--- src/rtl/exe_stage_pipe.sv ---
// rtl/exe_stage_pipe.sv - execute stage: Val2 shifter, ALU, branch target, iterative MUL, EXE/MEM register
module exe_stage_pipe #(
  parameter int DATA_W   = 32,
  parameter int REG_W    = 4,
  parameter int IMM_W    = 24,
  parameter int MUL_BITS = 1
) (
  input  logic              clk,
  input  logic              rst,
  input  logic              in_valid,
  output logic              in_ready,
  input  logic              freeze,
  input  logic              flush,
  input  logic [3:0]        exe_cmd,
  input  logic              mul_en,
  input  logic              s_en,
  input  logic              mem_read_en_in,
  input  logic              mem_write_en_in,
  input  logic              wb_en_in,
  input  logic              b_in,
  input  logic [DATA_W-1:0] pc,
  input  logic [DATA_W-1:0] val_rn,
  input  logic [DATA_W-1:0] val_rm_in,
  input  logic              imm,
  input  logic [11:0]       shift_operand,
  input  logic [IMM_W-1:0]  signed_imm,
  input  logic [3:0]        status_in,
  input  logic [REG_W-1:0]  dest_in,
  output logic              out_valid,
  output logic              mem_read_en,
  output logic              mem_write_en,
  output logic              wb_en,
  output logic              br_taken,
  output logic [DATA_W-1:0] alu_res,
  output logic [DATA_W-1:0] val_rm,
  output logic [DATA_W-1:0] br_addr,
  output logic [REG_W-1:0]  dest,
  output logic [3:0]        status_out,
  output logic              status_we
);

  localparam logic [0:0] IDLE     = 1'b0;
  localparam logic [0:0] MUL_BUSY = 1'b1;

  localparam int MUL_STEPS = DATA_W / MUL_BITS;
  localparam int CNT_W     = (MUL_STEPS > 1) ? $clog2(MUL_STEPS) : 1;
  localparam logic [CNT_W-1:0] CNT_LAST = CNT_W'(MUL_STEPS - 1);

  localparam logic [3:0] OP_MOV = 4'b0001;
  localparam logic [3:0] OP_MVN = 4'b1001;
  localparam logic [3:0] OP_ADD = 4'b0010;
  localparam logic [3:0] OP_ADC = 4'b0011;
  localparam logic [3:0] OP_SUB = 4'b0100;
  localparam logic [3:0] OP_SBC = 4'b0101;
  localparam logic [3:0] OP_AND = 4'b0110;
  localparam logic [3:0] OP_ORR = 4'b0111;
  localparam logic [3:0] OP_EOR = 4'b1000;

  logic [0:0]       state;
  logic [CNT_W-1:0] cnt;
  logic             s_en_q;

  // Operands and controls of the MUL in flight, held until the product is ready
  logic [DATA_W-1:0] mcand, mplier, acc, acc_nx;
  logic              m_mem_read, m_mem_write, m_wb, m_br, m_s_en;
  logic [REG_W-1:0]  m_dest;
  logic [DATA_W-1:0] m_val_rm, m_br_addr;
  logic [1:0]        m_cv;

  logic [DATA_W-1:0] imm_ext, imm_rot_val, sh_val, val2;
  logic [4:0]        imm_rot, sh_amt;

  assign in_ready = (state == IDLE) & ~freeze & ~rst;

  assign imm_ext     = {{(DATA_W-8){1'b0}}, shift_operand[7:0]};
  assign imm_rot     = {shift_operand[11:8], 1'b0};
  assign imm_rot_val = (imm_ext >> imm_rot) | (imm_ext << (DATA_W - int'(imm_rot)));
  assign sh_amt      = shift_operand[11:7];

  always_comb begin
    sh_val = val_rm_in;
    case (shift_operand[6:5])
      2'b00:   sh_val = val_rm_in << sh_amt;
      2'b01:   sh_val = val_rm_in >> sh_amt;
      2'b10:   sh_val = $signed(val_rm_in) >>> sh_amt;
      default: sh_val = (val_rm_in >> sh_amt) | (val_rm_in << (DATA_W - int'(sh_amt)));
    endcase
  end

  always_comb begin
    if (mem_read_en_in | mem_write_en_in)
      val2 = {{(DATA_W-12){1'b0}}, shift_operand};
    else if (imm)
      val2 = imm_rot_val;
    else
      val2 = sh_val;
  end

  // Subtraction runs through the adder as Rn + ~Val2 + cin, so C comes out as NOT borrow
  logic              is_sub, add_cin;
  logic [DATA_W-1:0] add_b;
  logic [DATA_W:0]   sum;

  assign is_sub = (exe_cmd == OP_SUB) | (exe_cmd == OP_SBC);
  assign add_b  = is_sub ? ~val2 : val2;

  always_comb begin
    add_cin = 1'b0;
    case (exe_cmd)
      OP_ADC, OP_SBC: add_cin = status_in[3];
      OP_SUB:         add_cin = 1'b1;
      default:        add_cin = 1'b0;
    endcase
  end

  assign sum = {1'b0, val_rn} + {1'b0, add_b} + {{DATA_W{1'b0}}, add_cin};

  logic [DATA_W-1:0] alu_out;
  logic              alu_c, alu_v, op_ok;
  logic [3:0]        alu_status;

  always_comb begin
    alu_out = '0;
    alu_c   = status_in[3];
    alu_v   = status_in[2];
    op_ok   = 1'b1;
    case (exe_cmd)
      OP_MOV: alu_out = val2;
      OP_MVN: alu_out = ~val2;
      OP_ADD, OP_ADC, OP_SUB, OP_SBC: begin
        alu_out = sum[DATA_W-1:0];
        alu_c   = sum[DATA_W];
        alu_v   = (val_rn[DATA_W-1] == add_b[DATA_W-1]) & (sum[DATA_W-1] != val_rn[DATA_W-1]);
      end
      OP_AND: alu_out = val_rn & val2;
      OP_ORR: alu_out = val_rn | val2;
      OP_EOR: alu_out = val_rn ^ val2;
      default: begin
        alu_out = '0;
        op_ok   = 1'b0;
      end
    endcase
    alu_status = op_ok ? {alu_c, alu_v, (alu_out == '0), alu_out[DATA_W-1]} : status_in;
  end

  logic [DATA_W-1:0] br_target;
  assign br_target = pc + ({{(DATA_W-IMM_W){signed_imm[IMM_W-1]}}, signed_imm} << 2);

  always_comb begin
    acc_nx = acc;
    for (int b = 0; b < MUL_BITS; b++) begin
      if (mplier[b]) acc_nx = acc_nx + (mcand << b);
    end
  end

  always_ff @(posedge clk) begin
    if (rst) begin
      state        <= IDLE;
      cnt          <= '0;
      out_valid    <= 1'b0;
      mem_read_en  <= 1'b0;
      mem_write_en <= 1'b0;
      wb_en        <= 1'b0;
      br_taken     <= 1'b0;
      s_en_q       <= 1'b0;
      alu_res      <= '0;
      val_rm       <= '0;
      br_addr      <= '0;
      dest         <= '0;
      status_out   <= '0;
      mcand        <= '0;
      mplier       <= '0;
      acc          <= '0;
      m_mem_read   <= 1'b0;
      m_mem_write  <= 1'b0;
      m_wb         <= 1'b0;
      m_br         <= 1'b0;
      m_s_en       <= 1'b0;
      m_dest       <= '0;
      m_val_rm     <= '0;
      m_br_addr    <= '0;
      m_cv         <= '0;
    end else if (flush) begin
      state        <= IDLE;
      cnt          <= '0;
      out_valid    <= 1'b0;
      mem_read_en  <= 1'b0;
      mem_write_en <= 1'b0;
      wb_en        <= 1'b0;
      br_taken     <= 1'b0;
      s_en_q       <= 1'b0;
    end else if (!freeze) begin
      if (state == MUL_BUSY) begin
        acc    <= acc_nx;
        mcand  <= mcand << MUL_BITS;
        mplier <= mplier >> MUL_BITS;
        if (cnt == CNT_LAST) begin
          state        <= IDLE;
          out_valid    <= 1'b1;
          alu_res      <= acc_nx;
          mem_read_en  <= m_mem_read;
          mem_write_en <= m_mem_write;
          wb_en        <= m_wb;
          br_taken     <= m_br;
          s_en_q       <= m_s_en;
          dest         <= m_dest;
          val_rm       <= m_val_rm;
          br_addr      <= m_br_addr;
          status_out   <= {m_cv, (acc_nx == '0), acc_nx[DATA_W-1]};
        end else begin
          cnt <= cnt + 1'b1;
        end
      end else if (in_valid && mul_en) begin
        state       <= MUL_BUSY;
        cnt         <= '0;
        mcand       <= val_rn;
        mplier      <= val_rm_in;
        acc         <= '0;
        m_mem_read  <= mem_read_en_in;
        m_mem_write <= mem_write_en_in;
        m_wb        <= wb_en_in;
        m_br        <= b_in;
        m_s_en      <= s_en;
        m_dest      <= dest_in;
        m_val_rm    <= val_rm_in;
        m_br_addr   <= br_target;
        m_cv        <= status_in[3:2];
        out_valid    <= 1'b0;
        mem_read_en  <= 1'b0;
        mem_write_en <= 1'b0;
        wb_en        <= 1'b0;
        br_taken     <= 1'b0;
        s_en_q       <= 1'b0;
      end else if (in_valid) begin
        out_valid    <= 1'b1;
        mem_read_en  <= mem_read_en_in;
        mem_write_en <= mem_write_en_in;
        wb_en        <= wb_en_in;
        br_taken     <= b_in;
        s_en_q       <= s_en;
        alu_res      <= alu_out;
        val_rm       <= val_rm_in;
        br_addr      <= br_target;
        dest         <= dest_in;
        status_out   <= alu_status;
      end else begin
        out_valid    <= 1'b0;
        mem_read_en  <= 1'b0;
        mem_write_en <= 1'b0;
        wb_en        <= 1'b0;
        br_taken     <= 1'b0;
        s_en_q       <= 1'b0;
      end
    end
  end

  assign status_we = out_valid & s_en_q & ~mem_read_en & ~mem_write_en & ~br_taken;

endmodule

--- config.mk ---
export PLATFORM = sky130hd
export DESIGN_NAME = exe_stage_pipe
export DESIGN_NICKNAME = d
export VERILOG_FILES = /design/src/rtl/exe_stage_pipe.sv
export SDC_FILE = /design/constraint.sdc
export NUM_CORES = 1
export LEC_CHECK = 0
export CORE_MARGIN = 4
export CORE_UTILIZATION = 45
export DETAILED_ROUTE_END_ITERATION = 8
export PLACE_DENSITY = 0.67
export SYNTH_ARGS = -nofsm -noshare
export SYNTH_HDL_FRONTEND = slang
export SYNTH_SLANG_ARGS = --single-unit
export TNS_END_PERCENT = 100
--- constraint.sdc ---
create_clock -name clk -period 7.7 [get_ports clk]
set_input_delay 1.155 -clock clk [delete_from_list [all_inputs] [get_ports clk]]
set_output_delay 1.155 -clock clk [all_outputs]
set_load 0.02 [all_outputs]
Yosys cells after proc, flatten, opt, wreduce, memory -nomap -nowiden
Cells that the tools add are included.

word-level totals
  bits in registers = 287
  input bits = 156
  output and inout bits = 111
  word-level logic and storage cells = 159

operators by class
  add/sub/neg operators = 7
  equality and inequality tests = 17
  shift operators = 6
  multiplexer cells = 67
  bitwise gates (word level) = 22
  reductions and logical operators = 15

operators with widths
  operator                                                               count
  32-bit 2-to-1 mux                                                      22
  32-bit one-hot mux with 6 select lines                                 1
  32-bit OR                                                              3
  32-bit one-hot mux with 3 select lines                                 1
  32-bit adder                                                           2
  32-bit logical NOT                                                     2
  4-bit 2-to-1 mux                                                       9
  32-bit by 32-bit adder with 33-bit output                              1
  33-bit by 1-bit adder with 33-bit output                               1
  32-bit AND                                                             1
  32-bit inverter                                                        1
  32-bit by 32-bit << shifter with 32-bit output                         1
  32-bit by 5-bit << shifter with 32-bit output                          1
  8-bit by 32-bit << shifter with 32-bit output                          1
  32-bit by 5-bit right shift with 32-bit output                         1
  8-bit by 5-bit right shift with 32-bit output                          1
  32-bit by 5-bit >>> shifter with 32-bit output                         1
  32-bit bitwise XOR                                                     1
  1-bit 2-to-1 mux                                                       30
  4-bit by 3-bit equality test with 1-bit output, second input constant  4
  5-bit 2-to-1 mux                                                       3
  6-bit by 5-bit subtractor with 7-bit output, first input constant      2
  9-bit OR reduction                                                     1
  4-bit by 2-bit equality test with 1-bit output, second input constant  2
  23 further kinds                                                       41

Logic depth before layout (Yosys ltp)
  word-level depth = 17
  gate-level depth with buffers = 32
  mapped depth without buffers = 25

Worst setup path before layout
No wires, ideal clock.

  kind = input port to flip-flop
  start = input shift_operand[9]
  end = register status_out[1]
  setup time = 0.060 ns
  arrival = 7.213 ns
  data required time = 7.640 ns
  path slack = 0.427 ns
  stages = 29
  path buffers = 7
  cell sequence = buf_2 -> buf_4 -> clkinv_1 -> clkbuf_1 -> clkbuf_1 -> ha_1 -> clkbuf_1 -> nand2b_1 -> buf_2 -> xnor2_1 -> buf_4 -> mux2_2 -> o2111a_1 -> a31oi_1 -> nand2_1 -> inv_1 -> xnor2_1 -> ha_1 -> nand2_1 -> or4_1 -> o221ai_1 -> o211ai_1 -> a21oi_1 -> mux2i_1 -> a221oi_1 -> nor2b_1 -> nand3_1 -> or4_1 -> nand2_1

between the ends
  cells in the longest elaborated chain, start to end = 16
  elaborated cells on any way between the ends = 26
  classes of those cells = add/sub: 4; shift: 6; mux: 9; bitwise: 6; reduce/logical: 1

RTL lines
  what                                            RTL line  source
  start, declared                                 25        input logic [11:0] shift_operand,
  6-bit by 5-bit subtractor with 7-bit output     86        default: sh_val = (val_rm_in >> sh_amt) | (val_rm_in << (DATA_W - int'(sh_amt)));
  32-bit by 32-bit << shifter with 32-bit output  86
  32-bit OR                                       86
  32-bit one-hot mux with 3 select lines          82        case (shift_operand[6:5])
  32-bit 2-to-1 mux                               93        else if (imm)
  32-bit 2-to-1 mux *                             91        if (mem_read_en_in | mem_write_en_in)
  32-bit inverter                                 105, 129
  32-bit 2-to-1 mux                               105       assign add_b = is_sub ? ~val2 : val2;
  32-bit by 32-bit adder with 33-bit output       116       assign sum = {1'b0, val_rn} + {1'b0, add_b} + {{DATA_W{1'b0}}, add_cin};
  33-bit by 1-bit adder with 33-bit output        116
  32-bit one-hot mux with 6 select lines *        127       case (exe_cmd)
  32-bit logical NOT *                            143       alu_status = op_ok ? {alu_c, alu_v, (alu_out == '0), alu_out[DATA_W-1]} : status_in;
  4-bit 2-to-1 mux *                              143
  4-bit 2-to-1 mux *                              234       end else if (in_valid) begin
  4-bit 2-to-1 mux *                              213       end else if (in_valid && mul_en) begin
  4-bit 2-to-1 mux *                              193       if (state == MUL_BUSY) begin
  end signal, assigned                            209       status_out <= {m_cv, (acc_nx == '0), acc_nx[DATA_W-1]};
  end signal, assigned                            245       status_out <= alu_status;
  end, declared                                   38        output logic [3:0] status_out,

Every way passes the cells marked *; elsewhere a longest branch is shown, timed or not. The select of a mux whose other input is x is not followed.
A chain may end at the register's enable or synchronous reset.

Worst setup path in the final report
  start = input shift_operand[7]
  end = register status_out[1]

The elaborated chain is that of the path after synthesis.

==> impl_metrics.csv <==
group,metric,value,unit
logic_synthesis,synthArstFlopShare,0,%
sta,finalSetupViolCount,0,
drt,vias_per_cell,6.50,
floorplanning,die_h,260,um
critical_path,rrSetupSlack,3.02,ns
power_and_ir_drop,peakVddDrop,0.196,mV
logic_synthesis,synth-edff-count,0,
power_and_ir_drop,leakagePower,13.4,nW
cts,cts_hold_buf,0,
floorplanning,die_w,260,um
cells_and_area,seq_area,5750,sq um
placed_design,pre_cts_ws,-0.167,ns
cells_and_area,multi_input_area,21200,sq um
cts,cts.clk_slew.worst_paths,0.06,ns
global_route,grt_max_degree,163,
cts,htree_levels,2,
cts,cts_setup_buffers,0,
sta,worst_slew_pin_slew,1.27,ns
logic_synthesis,yosysWarnings,0,
cells_and_area,final_net_count,4385,
drt,vias,32100,
cts,post_cts_resized,0,
drt,wl_met2,59.9,mm
global_route,grt_pass1_wl,200,mm
critical_path,cp-end-kind,"flop",
critical_path,critPathMaxStageDelay,0.83,ns
global_route,grt_overflow_total,0,
logic_synthesis,ys_top_cells_by_area,"dfxtp_1 20%, ha_1 7.2%, mux4_2 6.4%, nand2_1 5.7%, mux2i_1 5.6%",
critical_path,crit_arrival,7.87,ns
global_route,track_usage,38.7,%
cts,cts_buffer_depth,3,
placed_design,dp_hpwl,106,mm
critical_path,cp_max_fo,14,
floorplanning,start_util,45.5,%
sta,finClkSkew,0.0161,ns
logic_synthesis,ys_seq_area_share,20.0,%
sta,fin_ws,0.321,ns
critical_path,critPathRequiredTime,8.19,ns
run,maxCapViolCount,0,
sta,min_period,7.38,ns
sta,final_hold_viol_count,0,
floorplanning,std_cell_rows,92,
critical_path,crit_top_cell,"buf_4",
drt,wl_per_cell,27.9,um
critical_path,critPathSlowestCell,"a2111oi_1",
drt,drt-met1-wl,56.0,mm
cts,cts_tree,"yes",
cells_and_area,drive_above_1_share,14.6,%
sta,rsz0062_at_grt,"no",
logic_synthesis,synth-seq-cells,287,
drt,antenna_left,0,
critical_path,crit_buf_inv,7,
logic_synthesis,avgSynthCellArea,7.63,sq um
cells_and_area,fin_cells,4931,
critical_path,cp-start-kind,"input pin",
status,status,"complete, no violations",
worst_hold_path,min-delay-path-class,"reg2reg",
sta,finalMaxSlewViolations,0,
logic_synthesis,synthDistinctLibCells,102,
critical_path,cp_top_family,"compound AO/OA/AOI/OAI gates",
global_route,first_global_vias,29700,
placed_design,place.gp.congestion,1.06,
drt,route.met3.wl,12.6,mm
logic_synthesis,syn_area,28700,sq um
cts,numCtsBuffers,34,
cts,cts_root_buf,"clkbuf_16",
critical_path,path_class,"in2reg",
cells_and_area,n_fill_cell,6125,
sta,fin_crit_sh,95.8,%
drt,drc_errors,0,
drt,firstDrtPassIters,8,
logic_synthesis,syn-num-nets,4085,
floorplanning,dieArea,67800,sq um
sta,fmax,136,MHz
drt,highest_layer,"met5",
drt,wl,138,mm
logic_synthesis,synthFlopType,"dfxtp_1",
power_and_ir_drop,total_power,5.11,mW
global_route,grt_antenna_before_repair,7,
sta,maxSlewHeadroom,14.9,%
sta,holdWs,0.452,ns
logic_synthesis,synthCells,3760,
placed_design,port_buffers,266,
power_and_ir_drop,power_density,147,nW/um^2
cells_and_area,areaGrowthSynthToFinish,20.8,%
floorplanning,core,63100,sq um
cts,cts_num_sinks,287,
floorplanning,io_pins,267,
logic_synthesis,yosysTopAreaCell,"dfxtp_1",
logic_synthesis,yosysTopAreaCellShare,20.0,%
cts,clock_latency,0.54,ns
placed_design,placedCellCount,4870,
drt,drtIter0Drc,4083,
## synthesized netlist by cell type, types with 20 or more instances
library cell and instances:
o211ai_1 51, a21o_1 40, nor3_1 135, nand3_1 77
o21ai_0 160, a31oi_1 39, o21a_1 20, buf_1 28
a21oi_1 263, a211oi_1 160, nor2_1 398, mux2_2 65
buf_2 44, clkbuf_1 233, xnor2_1 90, mux2i_1 160
inv_1 106, mux4_2 82, dfxtp_1 287, nor2b_1 67
o22ai_1 32, nand2b_1 37, a221oi_1 40, ha_1 165
a22oi_1 54, nand2_1 434, nand4_1 30, xor2_1 35
## layer usage
metal / track usage, % / vias up
met3: 8.72 / 435
met2: 60.0 / 1696
met5: 0 / -
li1: - / 14500
met4: 19.3 / 6
met1: 50.8 / 15400
## where the power goes
part | leakage, nW | switching, mW | internal [mW]
logic | 10.5 | 1.21 | 0.800
clock network | 0.515 | 0.646 | 0.885
registers | 2.33 | 0.0332 | 1.53
## layout by cell type (no fill, tap or decap), types with 34 or more instances in the layout
| cell | count |
|---|---|
| xor2_1 | 34 |
| nor2b_1 | 65 |
| mux2i_1 | 160 |
| nor3_1 | 132 |
| ha_1 | 165 |
| nand2b_1 | 36 |
| mux2_2 | 65 |
| buf_4 | 318 |
| o21ai_0 | 159 |
| a31oi_1 | 39 |
| xnor2_1 | 88 |
| nand2_1 | 433 |
| o211ai_1 | 51 |
| nand3_1 | 77 |
| a21o_1 | 40 |
| inv_1 | 106 |
| clkdlybuf4s50_1 | 260 |
| mux4_2 | 82 |
| a22oi_1 | 54 |
| a211oi_1 | 160 |
| a221oi_1 | 40 |
| clkbuf_16 | 34 |
| a21oi_1 | 263 |
| nor2_1 | 395 |
| dfxtp_1 | 286 |
## path summary, 6_finish.rpt
| check | end | from | depth (start not counted) |
|---|---|---|---|
| worst min register to register | m_val_rm[31] | m_val_rm[31] | 2 |
| worst min-delay path | m_val_rm[31] | m_val_rm[31] | 2 |
| worst max-delay path | status_out[1] | shift_operand[7] | 26 |
| worst max register to register | status_out[1] | mcand[1] | 13 |
## cell families (layout without fill, tap and decap cells)
kind of cell	Yosys count	in the layout	synth area share, %
buf+inv	440	762	6.47
xor+xnor	125	125	3.82
fa+ha+maj	169	169	7.48
other cells	0	3	0
flops	287	287	20.0
simple gates	1326	1326	21.2
compound gates	1103	1103	26.3
mux	310	310	14.7
## metrics by stage
step,util [%],TNS (ns),area (sq um)
floorplan,-,0,28700
global placement,53.3,-0.158,33600
detailed placement,53.3,-0.167,33600
CTS,54.9,0,34600
global route,54.9,0,34600
finish,54.9,0,34600
## flip-flops by register name, indices dropped and copies added (netlist names), 2 cells and up
| register | flops |
|---|---|
| acc | 32 |
| alu_res | 32 |
| br_addr | 32 |
| cnt | 5 |
| dest | 4 |
| m_br_addr | 32 |
| m_cv | 2 |
| m_dest | 4 |
| m_val_rm | 32 |
| mcand | 32 |
| mplier | 32 |
| status_out | 4 |
| val_rm | 32 |
## area by class of cell
class                      count  share of cell area, %
tap                          846                   3.05
inverter                     113                   1.22
antenna                        3                 0.0217
sequential                   287                   16.6
clock inverter                 9                  0.202
timing repair buffer         591                   15.0
clock buffer                  49                   2.82
multi-input combinational   3033                   61.1
## worst register-to-register path: stages, from the launching register on
cell,delay [ns]
dfxtp_1,0.54
ha_1,0.32
a211oi_1,0.27
nor2_1,0.13
a211oi_1,0.58
o211ai_1,0.25
a2111oi_1,0.68
o31ai_1,0.15
a211o_1,0.31
a31o_2,0.27
or3_1,0.40
nor4_1,0.44
a41oi_1,0.19
nand2_1,0.10
(Power assumes the default switching activity.)
